File: src/rtl/memory_sub_system_param.sv
// rtl/memory_sub_system_param.sv - shared cache geometry constants and controller FSM state type
package memory_sub_system_param;

  localparam int TAG_LENGTH      = 8;
  localparam int INDEX_LENGTH    = 4;
  localparam int NUM_CACHE_LINES = 2 ** INDEX_LENGTH;
  localparam int ADDR_LENGTH     = TAG_LENGTH + INDEX_LENGTH;

  // Fixed encodings so older tooling and waveform filters keep decoding the state bus
  localparam logic [2:0] IDLE     = 3'd0;
  localparam logic [2:0] LOOKUP   = 3'd1;
  localparam logic [2:0] COMPARE  = 3'd2;
  localparam logic [2:0] MEM_REQ  = 3'd3;
  localparam logic [2:0] MEM_WAIT = 3'd4;
  localparam logic [2:0] REFILL   = 3'd5;
  localparam logic [2:0] RESP     = 3'd6;

  typedef enum logic [2:0] {
    ST_IDLE     = IDLE,
    ST_LOOKUP   = LOOKUP,
    ST_COMPARE  = COMPARE,
    ST_MEM_REQ  = MEM_REQ,
    ST_MEM_WAIT = MEM_WAIT,
    ST_REFILL   = REFILL,
    ST_RESP     = RESP
  } cache_state_t;

  function automatic logic [TAG_LENGTH-1:0] addr_tag(input logic [ADDR_LENGTH-1:0] addr);
    return addr[ADDR_LENGTH-1:INDEX_LENGTH];
  endfunction

  function automatic logic [INDEX_LENGTH-1:0] addr_index(input logic [ADDR_LENGTH-1:0] addr);
    return addr[INDEX_LENGTH-1:0];
  endfunction

endpackage

File: src/rtl/dm_cache_ctrl_valid_bits.sv
// rtl/dm_cache_ctrl_valid_bits.sv - per-line valid flags with set-by-index, clear-all and read-by-index
module valid_bits
  import memory_sub_system_param::*;
(
  input  logic                    clk,
  input  logic                    reset,
  input  logic                    set_en,
  input  logic [INDEX_LENGTH-1:0] set_index,
  input  logic                    clear_all,
  input  logic [INDEX_LENGTH-1:0] rd_index,
  output logic                    rd_valid
);

  logic [NUM_CACHE_LINES-1:0] valid_q;

  // Clear-all wins over a same-cycle set so a flush never leaves a stale line behind
  always_ff @(posedge clk or posedge reset) begin
    if (reset) begin
      valid_q <= '0;
    end else if (clear_all) begin
      valid_q <= '0;
    end else if (set_en) begin
      valid_q[set_index] <= 1'b1;
    end
  end

  assign rd_valid = valid_q[rd_index];

endmodule

File: src/rtl/dm_cache_ctrl.sv
// rtl/dm_cache_ctrl.sv - direct-mapped cache lookup/refill controller (optional stats: DM_CACHE_STATS_EN)
module dm_cache_ctrl
  import memory_sub_system_param::*;
(
  input  logic                    clk,
  input  logic                    reset,
  input  logic                    cpu_req_valid,
  output logic                    cpu_req_ready,
  input  logic                    cpu_req_write,
  input  logic [ADDR_LENGTH-1:0]  cpu_addr,
  output logic                    cpu_resp_valid,
  output logic                    cpu_resp_hit,
  input  logic                    flush,
  output logic                    tag_write,
  output logic [INDEX_LENGTH-1:0] tag_index,
  output logic [TAG_LENGTH-1:0]   tag_wdata,
  input  logic [TAG_LENGTH-1:0]   tag_rdata,
  output logic                    mem_req_valid,
  input  logic                    mem_req_ready,
  output logic                    mem_req_write,
  output logic [ADDR_LENGTH-1:0]  mem_req_addr,
  input  logic                    mem_resp_valid,
  output logic [31:0]             hit_count,
  output logic [31:0]             miss_count
);

  cache_state_t state, state_nxt;

  logic [TAG_LENGTH-1:0]   tag_q;
  logic [INDEX_LENGTH-1:0] index_q;
  logic                    write_q;
  logic                    hit_q;
  logic                    line_valid;
  logic                    accept;
  logic                    do_flush;
  logic                    cmp_hit;

  // Flush takes the IDLE slot, so the request side is held off for that cycle
  assign do_flush      = (state == ST_IDLE) && flush;
  assign cpu_req_ready = (state == ST_IDLE) && !flush;
  assign accept        = cpu_req_valid && cpu_req_ready;
  assign cmp_hit       = line_valid && (tag_rdata == tag_q);

  valid_bits u_valid_bits (
    .clk       (clk),
    .reset     (reset),
    .set_en    (state == ST_REFILL),
    .set_index (index_q),
    .clear_all (do_flush),
    .rd_index  (index_q),
    .rd_valid  (line_valid)
  );

  // Next-state: one request at a time, writes always go through to memory
  always_comb begin
    state_nxt = state;
    case (state)
      ST_IDLE:     if (accept) state_nxt = ST_LOOKUP;
      ST_LOOKUP:   state_nxt = ST_COMPARE;
      ST_COMPARE:  state_nxt = (!write_q && cmp_hit) ? ST_RESP : ST_MEM_REQ;
      ST_MEM_REQ:  if (mem_req_ready) state_nxt = ST_MEM_WAIT;
      ST_MEM_WAIT: if (mem_resp_valid) state_nxt = write_q ? ST_RESP : ST_REFILL;
      ST_REFILL:   state_nxt = ST_RESP;
      ST_RESP:     state_nxt = ST_IDLE;
      default:     state_nxt = ST_IDLE;
    endcase
  end

  // State register; reset aborts any transaction in flight
  always_ff @(posedge clk or posedge reset) begin
    if (reset) begin
      state <= ST_IDLE;
    end else begin
      state <= state_nxt;
    end
  end

  // Request capture at acceptance and hit capture in COMPARE for the later response
  always_ff @(posedge clk or posedge reset) begin
    if (reset) begin
      tag_q   <= '0;
      index_q <= '0;
      write_q <= 1'b0;
      hit_q   <= 1'b0;
    end else begin
      if (accept) begin
        tag_q   <= addr_tag(cpu_addr);
        index_q <= addr_index(cpu_addr);
        write_q <= cpu_req_write;
      end
      if (state == ST_COMPARE) begin
        hit_q <= cmp_hit;
      end
    end
  end

  // Tag memory is addressed from the latched index so it stays put for the whole transaction
  assign tag_index      = index_q;
  assign tag_write      = (state == ST_REFILL);
  assign tag_wdata      = tag_q;

  // Memory request outputs are pure state decodes so reset drops them without waiting for an edge
  assign mem_req_valid  = (state == ST_MEM_REQ);
  assign mem_req_write  = mem_req_valid && write_q;
  assign mem_req_addr   = {tag_q, index_q};

  assign cpu_resp_valid = (state == ST_RESP);
  assign cpu_resp_hit   = (state == ST_RESP) && hit_q;

`ifdef DM_CACHE_STATS_EN
  logic [31:0] hit_cnt_q;
  logic [31:0] miss_cnt_q;

  // Read-only hit/miss statistics, saturating; flush leaves them untouched
  always_ff @(posedge clk or posedge reset) begin
    if (reset) begin
      hit_cnt_q  <= '0;
      miss_cnt_q <= '0;
    end else if (state == ST_COMPARE && !write_q) begin
      if (cmp_hit) begin
        if (hit_cnt_q != '1) hit_cnt_q <= hit_cnt_q + 32'd1;
      end else begin
        if (miss_cnt_q != '1) miss_cnt_q <= miss_cnt_q + 32'd1;
      end
    end
  end

  assign hit_count  = hit_cnt_q;
  assign miss_count = miss_cnt_q;
`else
  assign hit_count  = '0;
  assign miss_count = '0;
`endif

endmodule

File: config.mk
export PLATFORM = sky130hd
export DESIGN_NAME = dm_cache_ctrl
export DESIGN_NICKNAME = d
export VERILOG_FILES = /design/src/rtl/memory_sub_system_param.sv /design/src/rtl/dm_cache_ctrl_valid_bits.sv /design/src/rtl/dm_cache_ctrl.sv
export SDC_FILE = /design/constraint.sdc
export NUM_CORES = 1
export LEC_CHECK = 0
export CAP_MARGIN = 20
export CORE_UTILIZATION = 40
export DETAILED_ROUTE_END_ITERATION = 10
export PLACE_DENSITY = 0.82
export SYNTH_ARGS = -nofsm -noshare
export SYNTH_HDL_FRONTEND = slang
export SYNTH_HIERARCHICAL = 1
export SYNTH_SLANG_ARGS = --single-unit
File: constraint.sdc
create_clock -name clk -period 2.74 [get_ports clk]
set_clock_uncertainty 0.2 [all_clocks]
set_input_delay 0.548 -clock clk [delete_from_list [all_inputs] [get_ports clk]]
set_output_delay 0.548 -clock clk [all_outputs]
set_load 0.01 [all_outputs]
==> results.md, run 1 <==
* Clock sinks at 33
* Slew headroom at 0.568
* Crit. End Element: output port
* Hold Crit Depth at 2
* Antenna cell count at 0
* PortBufs at between 50 and 60
* WP data required at roughly 2000 ps
* Register area share after synthesis at 0.368
* Global Route Usage Sum at 0.146
* GR met1 Demand/Resource at 0.172
* HP Start: u_valid_bits/valid_q[4]$_DFFE_PP0P_
* Critical path peak fanout at 11
* Busiest grt layer: met2
* Met2 Use GR at 0.259
* Setup crit start kind: flop
* Crit path time final at between 2000 and 3000 ps
* CTS tree: done
* Worst-path cell chain: nand2_1 > nor2_1 > clkdlybuf4s50_1
* Fin. Hold Viols at 0
* WP data arrival at 1880 ps
* Iteration-0 DRC Markers at between 40 and 50
* FMAX at about 0.38 GHz
* Most common cell after layout, fill and taps aside: conb_1
* First-pass GRT wire length at a little under 7000 microns
* Max Cap Violations at 0
* Synth cell types at 34
* Yosys warns at 6
* Vias in the first global route at roughly 1.4k
* Mean Syn Cell Area at 10.3 sq um
* WS Path Type: reg2out
* Crit-path slowest cell: clkdlybuf4s50_1
* R2R Path Start: tag_index[0]$_DFFE_PP0P_
* Tightest Hold Check Type: reg2reg
* Core box area at 5240 sq um
* Initial cell density of the core at 0.428
* Vias per cell at 4.44
* Routed WL per cell at roughly 13 microns
* Cells after Synth at between 200 and 250
* Slew Limit Fails at 0
* Total number of vias at ~1.5k
* R2R Setup Slk at approximately 460 ps
* Die area at 5910 sq um
* Fillers at 500
* Post-synthesis cell area at about 2200 sq um
* R2R depth at 6
* Nets at 289
* RSZ-0062 raised after global routing: no
* Final WL at ~4200 microns
* Post_cts resized at 0
* Clock buffer depth at 2
* Clock buffer count from CTS at 5
* GPL Wtd Cong at slightly below 0.8
* Worst Hold End: u_valid_bits/valid_q[4]$_DFFE_PP0P_
* IO Pins at around 120
* Yosys reg bits at 33
* Die width at approximately 77 microns
* DR DRC count at 0
* R2r endpoint: state[2]$_DFFE_PP0P_
* CTS root buf: clkbuf_8
* Final ANT Viol Nets at 0
* Worst-Margin Slew at 648 ps
* Clock-pin slew on the worst setup and hold paths at roughly 70 ps
* Leakage power at around 0.0013 uW
* Initial antenna violation count at 0
* Hold_buf cts at 0
* First-pass DRT Iterations at 4
* H-tree depth at 2
* Skew-Pair Late Insertion Delay at between 200 and 300 ps
* GR Overflow Total at 0
* # rows at 26
* Pwr Density at slightly above 900 nW/um^2
* Status: finished, final reports clean
* Met3 Usage GRT at 0.0345
* Area added between synthesis and finish at 16.5%
* Most frequent cells in the layout: 64 x conb_1, 56 x clkdlybuf4s50_1, 33 x dfrtp_1
* WP buf/inv at 1
* Crit-path max cell delay at 620 ps
* Die H at a little under 80 microns
* Top delay family on crit path: buffers and inverters
* Fin util at 0.499
* Final setup viols at 0
* Final period utilization at 0.959
* Fraction of layout cells with a size suffix above 1 at 0.0837
* Peak supply drop at between 0.5 and 0.6 mV
* Setup TNS at 0 ps
* HPWL Detailed at around 3200 microns
* Setup Buffers After CTS at 0
* Pin count of the biggest net entering global routing at 18
## worst min-delay path, delay by kind of cell, from the launching register on
| kind | cells | cell delay [ps] |
|---|---|---|
| DFF | 1 | 340 |
| and+or+nand+nor | 1 | 70 |
| AOI/OAI and AO/OA | 1 | 40 |
## per-stage QoR
stage / area, sq um / setup WS [ps] / total power, uW / hold slack (ps) / cells
final: 2610 / 111 / 2390 / 289 / 333
after global routing: 2610 / 5.99 / 2530 / 322 / 333
after CTS: 2610 / 141 / 2400 / 294 / 333
after detailed placement: 2530 / 218 / 2040 / 279 / 325
after global placement: 2530 / 219 / 2010 / 268 / 325
after floorplan: 2480 / 726 / 1670 / 235 / 280
## state kept, by name (all words and copies together) (netlist names)
signal,cells
hit_q,1
state,3
tag_index,4
tag_wdata,8
u_valid_bits/valid_q,16
write_q,1
## metal layers
| layer | routed length, microns | part of all wire | vias up |
|---|---|---|---|
| li1 | - | - | 684 |
| met1 | 1770 | 0.42 | 714 |
| met2 | 2220 | 0.52 | 73 |
| met3 | 209 | 0.049 | 7 |
| met4 | 48 | 0.011 | 0 |
| met5 | 0 | 0 | - |
## power breakdown
| part | switching, uW | internal [uW] | total [uW] |
|---|---|---|---|
| logic | 444 | 676 | 1120 |
| registers | 284 | 636 | 920 |
| clock network | 176 | 176 | 352 |
| total | 905 | 1490 | 2390 |
## cells by family (layout without fill, tap and decap cells)
logic type             count (synthesis)  in the layout  share of synthesized area
buffers and inverters                 86             69                      0.275
AND/OR/NAND/NOR                       46             46                      0.119
flip-flops                            33             33                      0.368
AO/OA/AOI/OAI                         23             23                     0.0625
multiplexers                          20             20                      0.142
XOR/XNOR                               8              8                     0.0313
other                                  1             64                    0.00167
## area by class of cell
cell class / instances / area (sq um) / share of cell area
Timing Repair Buffer: 56 / 561 / 0.215
Clock buffer: 6 / 72.6 / 0.0278
Clock inverter: 2 / 10.0 / 0.00383
Inverter: 5 / 18.8 / 0.00719
Sequential cell: 33 / 826 / 0.316
Tap cell: 70 / 87.6 / 0.0335
Multi-Input combinational cell: 161 / 1040 / 0.397
## worst max path at each step
stage / endpoint / slack (ps) / depth (start not counted) / start
floorplan: state[2]$_DFFE_PP0P_ / 730 / 6 / tag_index[0]$_DFFE_PP0P_
global placement: cpu_req_ready / 220 / 3 / flush
detailed placement: cpu_req_ready / 220 / 3 / flush
CTS: tag_write / 140 / 3 / state[0]$_DFFE_PP0P_
global route: tag_write / 6 / 3 / state[0]$_DFFE_PP0P_
finish: tag_write / 110 / 3 / state[0]$_DFFE_PP0P_
## synthesized netlist by cell type
master / instances / area, sq um
xnor2_1: 8 / 70.1
and2_1: 3 / 18.8
and3_1: 2 / 12.5
buf_4: 76 / 571
mux4_1: 4 / 105
clkbuf_1: 3 / 11.3
nor3b_1: 2 / 15.0
buf_6: 1 / 11.3
nand2_1: 5 / 18.8
nand4_1: 2 / 12.5
a21o_1: 1 / 7.51
inv_1: 5 / 18.8
a31oi_1: 10 / 62.6
and2b_1: 2 / 15.0
mux2i_1: 3 / 30.0
nor3_4: 1 / 16.3
a21oi_1: 8 / 40.0
o32ai_1: 1 / 8.76
nor2b_1: 1 / 6.26
nor4_1: 1 / 6.26
and3b_1: 4 / 35.0
nand2b_1: 1 / 6.26
dfrtp_1: 33 / 826
buf_2: 1 / 5.00
mux2_4: 10 / 150
or2b_1: 1 / 7.51
nor2_1: 19 / 71.3
o21ai_0: 1 / 5.00
nand3b_4: 1 / 20.0
o31ai_1: 1 / 7.51
mux2_2: 3 / 33.8
nand3_1: 1 / 5.00
conb_1: 1 / 3.75
o41ai_1: 1 / 8.76
Note: power is estimated with default switching activity, not from simulation.
==> run 2: changes to the inputs <==
--- a/config.mk
+++ b/config.mk
@@ -6,9 +6,12 @@
 export NUM_CORES = 1
 export LEC_CHECK = 0
 export CAP_MARGIN = 20
-export CORE_UTILIZATION = 40
+export CELL_PAD_IN_SITES_DETAIL_PLACEMENT = 1
+export CELL_PAD_IN_SITES_GLOBAL_PLACEMENT = 1
+export CORE_UTILIZATION = 29
 export DETAILED_ROUTE_END_ITERATION = 10
-export PLACE_DENSITY = 0.82
+export PLACE_DENSITY_LB_ADDON = 0.1
+export REMOVE_ABC_BUFFERS = 1
 export SYNTH_ARGS = -nofsm -noshare
 export SYNTH_HDL_FRONTEND = slang
 export SYNTH_HIERARCHICAL = 1
==> run 2 against run 1 <==
  * Power is 1.4% higher
  * Largest power group unchanged
  * First-iteration DRC count is 50% lower
  * Clock power up 5%
  * Maximum frequency up 2.1%
==> results.md, run 2 (synthesized netlist as in run 1, its figures left out) <==
* Status: finished, final reports clean (unchanged)
* Hold WS at 276 ps (was 289 ps)
* GR Overflow Total at 0 (unchanged)
* Final WL at 4680 microns (was 4240 microns)
* H-tree depth at 2 (unchanged)
* Final period utilization at 0.939 (was 0.959)
* WS Path Type: reg2out (unchanged)
* Slew headroom at 0.532 (was 0.568)
* HP Start: hit_q$_DFFE_PP0P_ (was u_valid_bits/valid_q[4]$_DFFE_PP0P_)
* Vias per cell at 4.14 (was 4.44)
* Initial cell density of the core at 0.304 (was 0.428)
* R2R Path Start: tag_index[0]$_DFFE_PP0P_ (unchanged)
* CP startpoint: state[0]$_DFFE_PP0P_ (unchanged)
* Gate power share at 0.470 (was 0.468)
* Global Route Usage Sum at 0.119 (was 0.146)
* Max FFs per register at 16 (unchanged)
* Pin count of the biggest net entering global routing at 18 (unchanged)
* Seq pwr share at 0.378 (was 0.385)
* CTS root buf: clkbuf_8 (unchanged)
* Slew Limit Fails at 0 (unchanged)
* HPWL Detailed at 3500 microns (was 3240 microns)
* Final ANT Viol Nets at 0 (unchanged)
* FMAX at 0.389 GHz (was 0.380 GHz)
* Crit-path slowest cell: clkdlybuf4s50_1 (unchanged)
* Net Sw Frac at 0.371 (was 0.378)
* Skew-Pair Late Insertion Delay at 280 ps (about the same)
* Core box area at 7370 sq um (was 5240 sq um)
* GPL Wtd Cong at 0.662 (was 0.790)
* WP data arrival at 1830 ps (was 1880 ps)
* CTS tree: done (unchanged)
* Clk pwr share at 0.153 (was 0.147)
* Initial antenna violation count at 0 (unchanged)
* Setup Buffers After CTS at 0 (unchanged)
* RSZ-0062 raised after global routing: no (unchanged)
* Pint at 1530 uW (was 1490 uW)
* Clock-pin slew on the worst setup and hold paths at 70 ps (about the same)
* Leakage power at 0.00131 uW (about the same)
* Clock buffer depth at 2 (unchanged)
* Die H at 89.9 microns (was 76.9 microns)
* Setup crit start kind: flop (unchanged)
* Sw power at 899 uW (was 905 uW)
* Antenna cell count at 0 (unchanged)
* Hold_buf cts at 0 (unchanged)
* Tightest Hold Check Type: reg2reg (unchanged)
* IO Pins at 121 (unchanged)
* Vias in the first global route at 1481 (was 1390)
* # rows at 31 (was 26)
* Total number of vias at 1502 (was 1478)
* Final setup viols at 0 (unchanged)
* Pwr Density at 909 nW/um^2 (was 916 nW/um^2)
* Fin. Hold Viols at 0 (unchanged)
* Fillers at 847 (was 500)
* DR DRC count at 0 (unchanged)
* Worst-path cell chain: nand2_1 > nor2_2 > clkdlybuf4s50_1 (was nand2_1 > nor2_1 > clkdlybuf4s50_1)
* WP data required at 1990 ps (about the same)
* PortBufs at 56 (unchanged)
* Crit. End Element: output port (unchanged)
* Iteration-0 DRC Markers at 21 (was 42)
* First-pass GRT wire length at 7660 microns (was 6780 microns)
* Most flop-heavy register: u_valid_bits/valid_q (unchanged)
* Critical path peak fanout at 11 (unchanged)
* Peak supply drop at 0.306 mV (was 0.590 mV)
* Most frequent cells in the layout: 64 x conb_1, 56 x clkdlybuf4s50_1, 33 x dfrtp_1 (unchanged)
* Worst-Margin Slew at 701 ps (was 648 ps)
* Die width at 89.9 microns (was 76.9 microns)
* Top delay family on crit path: buffers and inverters (unchanged)
* Clock buffer count from CTS at 5 (unchanged)
* Setup TNS at 0 ps (unchanged)
* Clock sinks at 33 (unchanged)
* Crit-path max cell delay at 600 ps (was 620 ps)
* WP buf/inv at 1 (unchanged)
* Area added between synthesis and finish at 19.0% (was 16.5%)
* Nets at 291 (was 289)
* Die area at 8090 sq um (was 5910 sq um)
* Most common cell after layout, fill and taps aside: conb_1 (unchanged)
* Fraction of layout cells with a size suffix above 1 at 0.0909 (was 0.0837)
* Max Cap Violations at 0 (unchanged)
* Crit path time final at 2570 ps (was 2630 ps)
* Routed WL per cell at 12.9 microns (was 12.7 microns)
* First-pass DRT Iterations at 4 (unchanged)
run 2: repair_timing:
action,4_1_cts,5_1_grt
setup endpoints to repair,1,0
gates resized for setup,1,0
endpoints found under the hold margin,0,0
run 2: worst reg2reg max path, cell delays in order, from the launching register on:
cell	delay (ps)
dfrtp_1	520
mux4_1	630
mux2i_1	160
mux2i_1	100
nand2_1	110
o31ai_1	100
a21o_1	180
run 2: layout make-up:
cell class	count	area, sq um	share of cell area
Multi-Input combinational cell	161	1040	0.389
Clock buffer	7	86.3	0.0323
Tap cell	99	124	0.0464
Inverter	5	18.8	0.00703
Timing Repair Buffer	58	576	0.216
Sequential cell	33	826	0.309
run 2: power groups by stage:
stage / clock [uW] / sequential [uW] / combinational (uW)
final: 371 / 916 / 1140
after global routing: 404 / 962 / 1230
after detailed placement: 0 / 931 / 1150
after CTS: 387 / 926 / 1160
after global placement: 0 / 926 / 1150
after floorplan: 0 / 944 / 517
run 2: path summary, 6_finish.rpt:
check	to	slack [ps]	cells after the start
worst min-delay path	hit_q$_DFFE_PP0P_	280	2
worst max register to register	state[2]$_DFFE_PP0P_	640	6
min in group asynchronous	u_valid_bits/valid_q[0]$_DFFE_PP0P_	510	2
worst min register to register	hit_q$_DFFE_PP0P_	280	2
worst max-delay path	tag_write	170	3
max in group asynchronous	state[0]$_DFFE_PP0P_	1380	2
run 2: per-stage QoR:
step / instance area, sq um / power [uW] / instances / setup slack, ps / util
after floorplan: 1880 / 1460 / 199 / 671 / -
after global placement: 2580 / 2070 / 356 / 224 / 0.350
after detailed placement: 2580 / 2080 / 356 / 213 / 0.350
after CTS: 2670 / 2470 / 363 / 125 / 0.362
after global routing: 2670 / 2600 / 363 / 16.5 / 0.362
final: 2670 / 2430 / 363 / 166 / 0.362
run 2: routing by layer:
layer / GRT usage / part of all wire / vias up
li1: - / - / 683
met1: 0.140 / 0.42 / 736
met2: 0.213 / 0.50 / 79
met5: 0 / 0 / -
met3: 0.0305 / 0.066 / 4
met4: 0.0323 / 0.0073 / 0
==> run 3: changes to the inputs <==
--- a/config.mk
+++ b/config.mk
@@ -9,6 +9,7 @@
 export CELL_PAD_IN_SITES_DETAIL_PLACEMENT = 1
 export CELL_PAD_IN_SITES_GLOBAL_PLACEMENT = 1
 export CORE_UTILIZATION = 29
+export CTS_BUF_LIST = sky130_fd_sc_hd__clkbuf_4
 export DETAILED_ROUTE_END_ITERATION = 10
 export PLACE_DENSITY_LB_ADDON = 0.1
 export REMOVE_ABC_BUFFERS = 1
==> run 3 against run 2 <==
  * Critical path depth unchanged
  * Maximum frequency down 0.62%
  * Global-route usage up 0.054 points
  * Register-to-register slack about the same
  * Sequential share of layout area up 0.51 points
  * Critical endpoint is now mem_req_write
  * Final cell count unchanged
  * Largest power group unchanged
  * Non-clock buffer count unchanged
  * Power down 4.0%
  * Largest cell class unchanged
  * Die area unchanged
  * Final area down 1.3%
  * Setup slack worse by 16 ps
==> results.md, run 3 (synthesized netlist as in run 1, its figures left out) <==
* Top delay family on crit path: flip-flops (was buffers and inverters)
* Setup crit start kind: flop (unchanged)
* Worst-path cell chain: and2b_1 > and3_1 > clkdlybuf4s50_1 (was nand2_1 > nor2_2 > clkdlybuf4s50_1)
* WP data arrival at 1840 ps (was 1830 ps)
* Post-place setup slack at 213 ps (unchanged)
* Final ANT Viol Nets at 0 (unchanged)
* Critical path peak fanout at 9 (was 11)
* Hold WS at 285 ps (was 276 ps)
* Routed WL per cell at 13.0 microns (was 12.9 microns)
* Fraction of layout cells with a size suffix above 1 at 0.0985 (was 0.0909)
* R2r endpoint: state[2]$_DFFE_PP0P_ (unchanged)
* Status: finished, final reports clean (unchanged)
* Crit-path max cell delay at 550 ps (was 600 ps)
* HPWL Detailed at 3500 microns (unchanged)
* Antenna cell count at 0 (unchanged)
* Clock buffer depth at 2 (unchanged)
* Crit. End Element: output port (unchanged)
* WP buf/inv at 1 (unchanged)
* Sequential Area at 828 sq um (was 826 sq um)
* Max Cap Violations at 0 (unchanged)
* Fillers at 852 (was 847)
* GPL Wtd Cong at 0.662 (unchanged)
* Initial cell density of the core at 0.304 (unchanged)
* H-tree depth at 2 (unchanged)
* R2R Path Start: tag_index[0]$_DFFE_PP0P_ (unchanged)
* CP Depth at 3 (unchanged)
* FMAX at 0.386 GHz (was 0.389 GHz)
* First-pass DRT Iterations at 4 (unchanged)
* Die width at 89.9 microns (unchanged)
* First-pass GRT wire length at 7660 microns (unchanged)
* Fin. Hold Viols at 0 (unchanged)
* HP Start: hit_q$_DFFE_PP0P_ (unchanged)
* Pwr Density at 885 nW/um^2 (was 909 nW/um^2)
* # rows at 31 (unchanged)
* Max FFs per register at 16 (unchanged)
* Worst-Margin Slew at 702 ps (was 701 ps)
* Slew Limit Fails at 0 (unchanged)
* Setup Buffers After CTS at 0 (unchanged)
* R2R Setup Slk at 630 ps (was 640 ps)
* Core box area at 7370 sq um (unchanged)
* Die H at 89.9 microns (unchanged)
* Clock-pin slew on the worst setup and hold paths at 100 ps (was 70 ps)
* Clock sinks at 33 (unchanged)
* Total power at 2330 uW (was 2430 uW)
* Die area at 8090 sq um (unchanged)
* Most frequent cells in the layout: 64 x conb_1, 56 x clkdlybuf4s50_1, 31 x dfrtp_1 (was 64 x conb_1, 56 x clkdlybuf4s50_1, 33 x dfrtp_1)
* Most common cell after layout, fill and taps aside: conb_1 (unchanged)
* Global Route Usage Sum at 0.119 (about the same)
* Slew headroom at 0.531 (was 0.532)
* Final WL at 4700 microns (was 4680 microns)
* Area added between synthesis and finish at 17.5% (was 19.0%)
* GR Overflow Total at 0 (unchanged)
* Iteration-0 DRC Markers at 28 (was 21)
* Tightest Hold Check Type: reg2reg (unchanged)
* Clock buffer count from CTS at 5 (unchanged)
* Worst Hold End: hit_q$_DFFE_PP0P_ (unchanged)
* DR DRC count at 0 (unchanged)
* Initial antenna violation count at 0 (unchanged)
* Setup TNS at 0 ps (unchanged)
* Hold Crit Depth at 2 (unchanged)
* Vias in the first global route at 1481 (unchanged)
* R2R depth at 6 (unchanged)
* Crit-path slowest cell: dfrtp_1 (was clkdlybuf4s50_1)
* CTS tree: done (unchanged)
* Peak supply drop at 0.296 mV (was 0.306 mV)
* Dpl cells at 356 (unchanged)
* RSZ-0062 raised after global routing: no (unchanged)
* IO Pins at 121 (unchanged)
* Nets at 291 (unchanged)
* Leakage power at 0.00130 uW (was 0.00131 uW)
* Final period utilization at 0.945 (was 0.939)
* Most flop-heavy register: u_valid_bits/valid_q (unchanged)
* CTS root buf: clkbuf_4 (was clkbuf_8)
* Crit path time final at 2590 ps (was 2570 ps)
* WS Path Type: reg2out (unchanged)
* PortBufs at 56 (unchanged)
* Fin cells at 363 (unchanged)
* WP data required at 1990 ps (about the same)
* Skew-Pair Late Insertion Delay at 330 ps (was 280 ps)
* Vias per cell at 4.16 (was 4.14)
* Crit path setup slack, layout at 150 ps (was 166 ps)
* Pin count of the biggest net entering global routing at 18 (unchanged)
* Final setup viols at 0 (unchanged)
* Total number of vias at 1511 (was 1502)
* Area of the multi-input gates at 1040 sq um (unchanged)
-- run 3: how the worst max path moves through the flow --
stage | end | startpoint
after floorplan | state[2]$_DFFE_PP0P_ | tag_index[0]$_DFFE_PP0P_
after global routing | mem_req_write | state[1]$_DFFE_PP0P_
after CTS | tag_write | state[0]$_DFFE_PP0P_
after detailed placement | cpu_req_ready | flush
final | mem_req_write | state[1]$_DFFE_PP0P_
after global placement | cpu_req_ready | flush
-- run 3: report_power, final --
| group | internal (uW) | leakage [uW] | switching (uW) | total, uW |
|---|---|---|---|---|
| Sequential | 638 | 0.000427 | 281 | 919 |
| Combinational | 691 | 0.000841 | 450 | 1140 |
| Clock | 103 | 0.0000292 | 166 | 269 |
| Total | 1430 | 0.00130 | 898 | 2330 |
-- run 3: repair_timing --
action                     CTS  global route
hold buffers                 0             0
gates resized for setup      1             2
setup endpoints to repair    1             1
-- run 3: layer usage --
| metal | track usage | routed length (microns) | vias to the layer above |
|---|---|---|---|
| met4 | 0.0323 | 54 | 0 |
| met1 | 0.140 | 1990 | 740 |
| met2 | 0.213 | 2350 | 79 |
| met5 | 0 | 0 | - |
| li1 | - | - | 686 |
| met3 | 0.0330 | 309 | 6 |
-- run 3: stage by stage --
step | util | cell area (sq um)
floorplan | - | 1880
global placement | 0.350 | 2580
detailed placement | 0.350 | 2580
CTS | 0.357 | 2630
global route | 0.357 | 2630
finish | 0.357 | 2630
-- run 3: tightest hold or removal path, stage by stage, from the launching register on --
cell and delay, ps:
dfrtp_1 360, nand2_1 50, o41ai_1 50
-- run 3: final cells by class --
type                       instances  area share
clock inverter                     1     0.00143
multi-input combinational        161       0.394
inverter                           5     0.00713
tap                               99      0.0470
clock buffer                       6      0.0171
sequential                        33       0.314
timing repair buffer              58       0.219
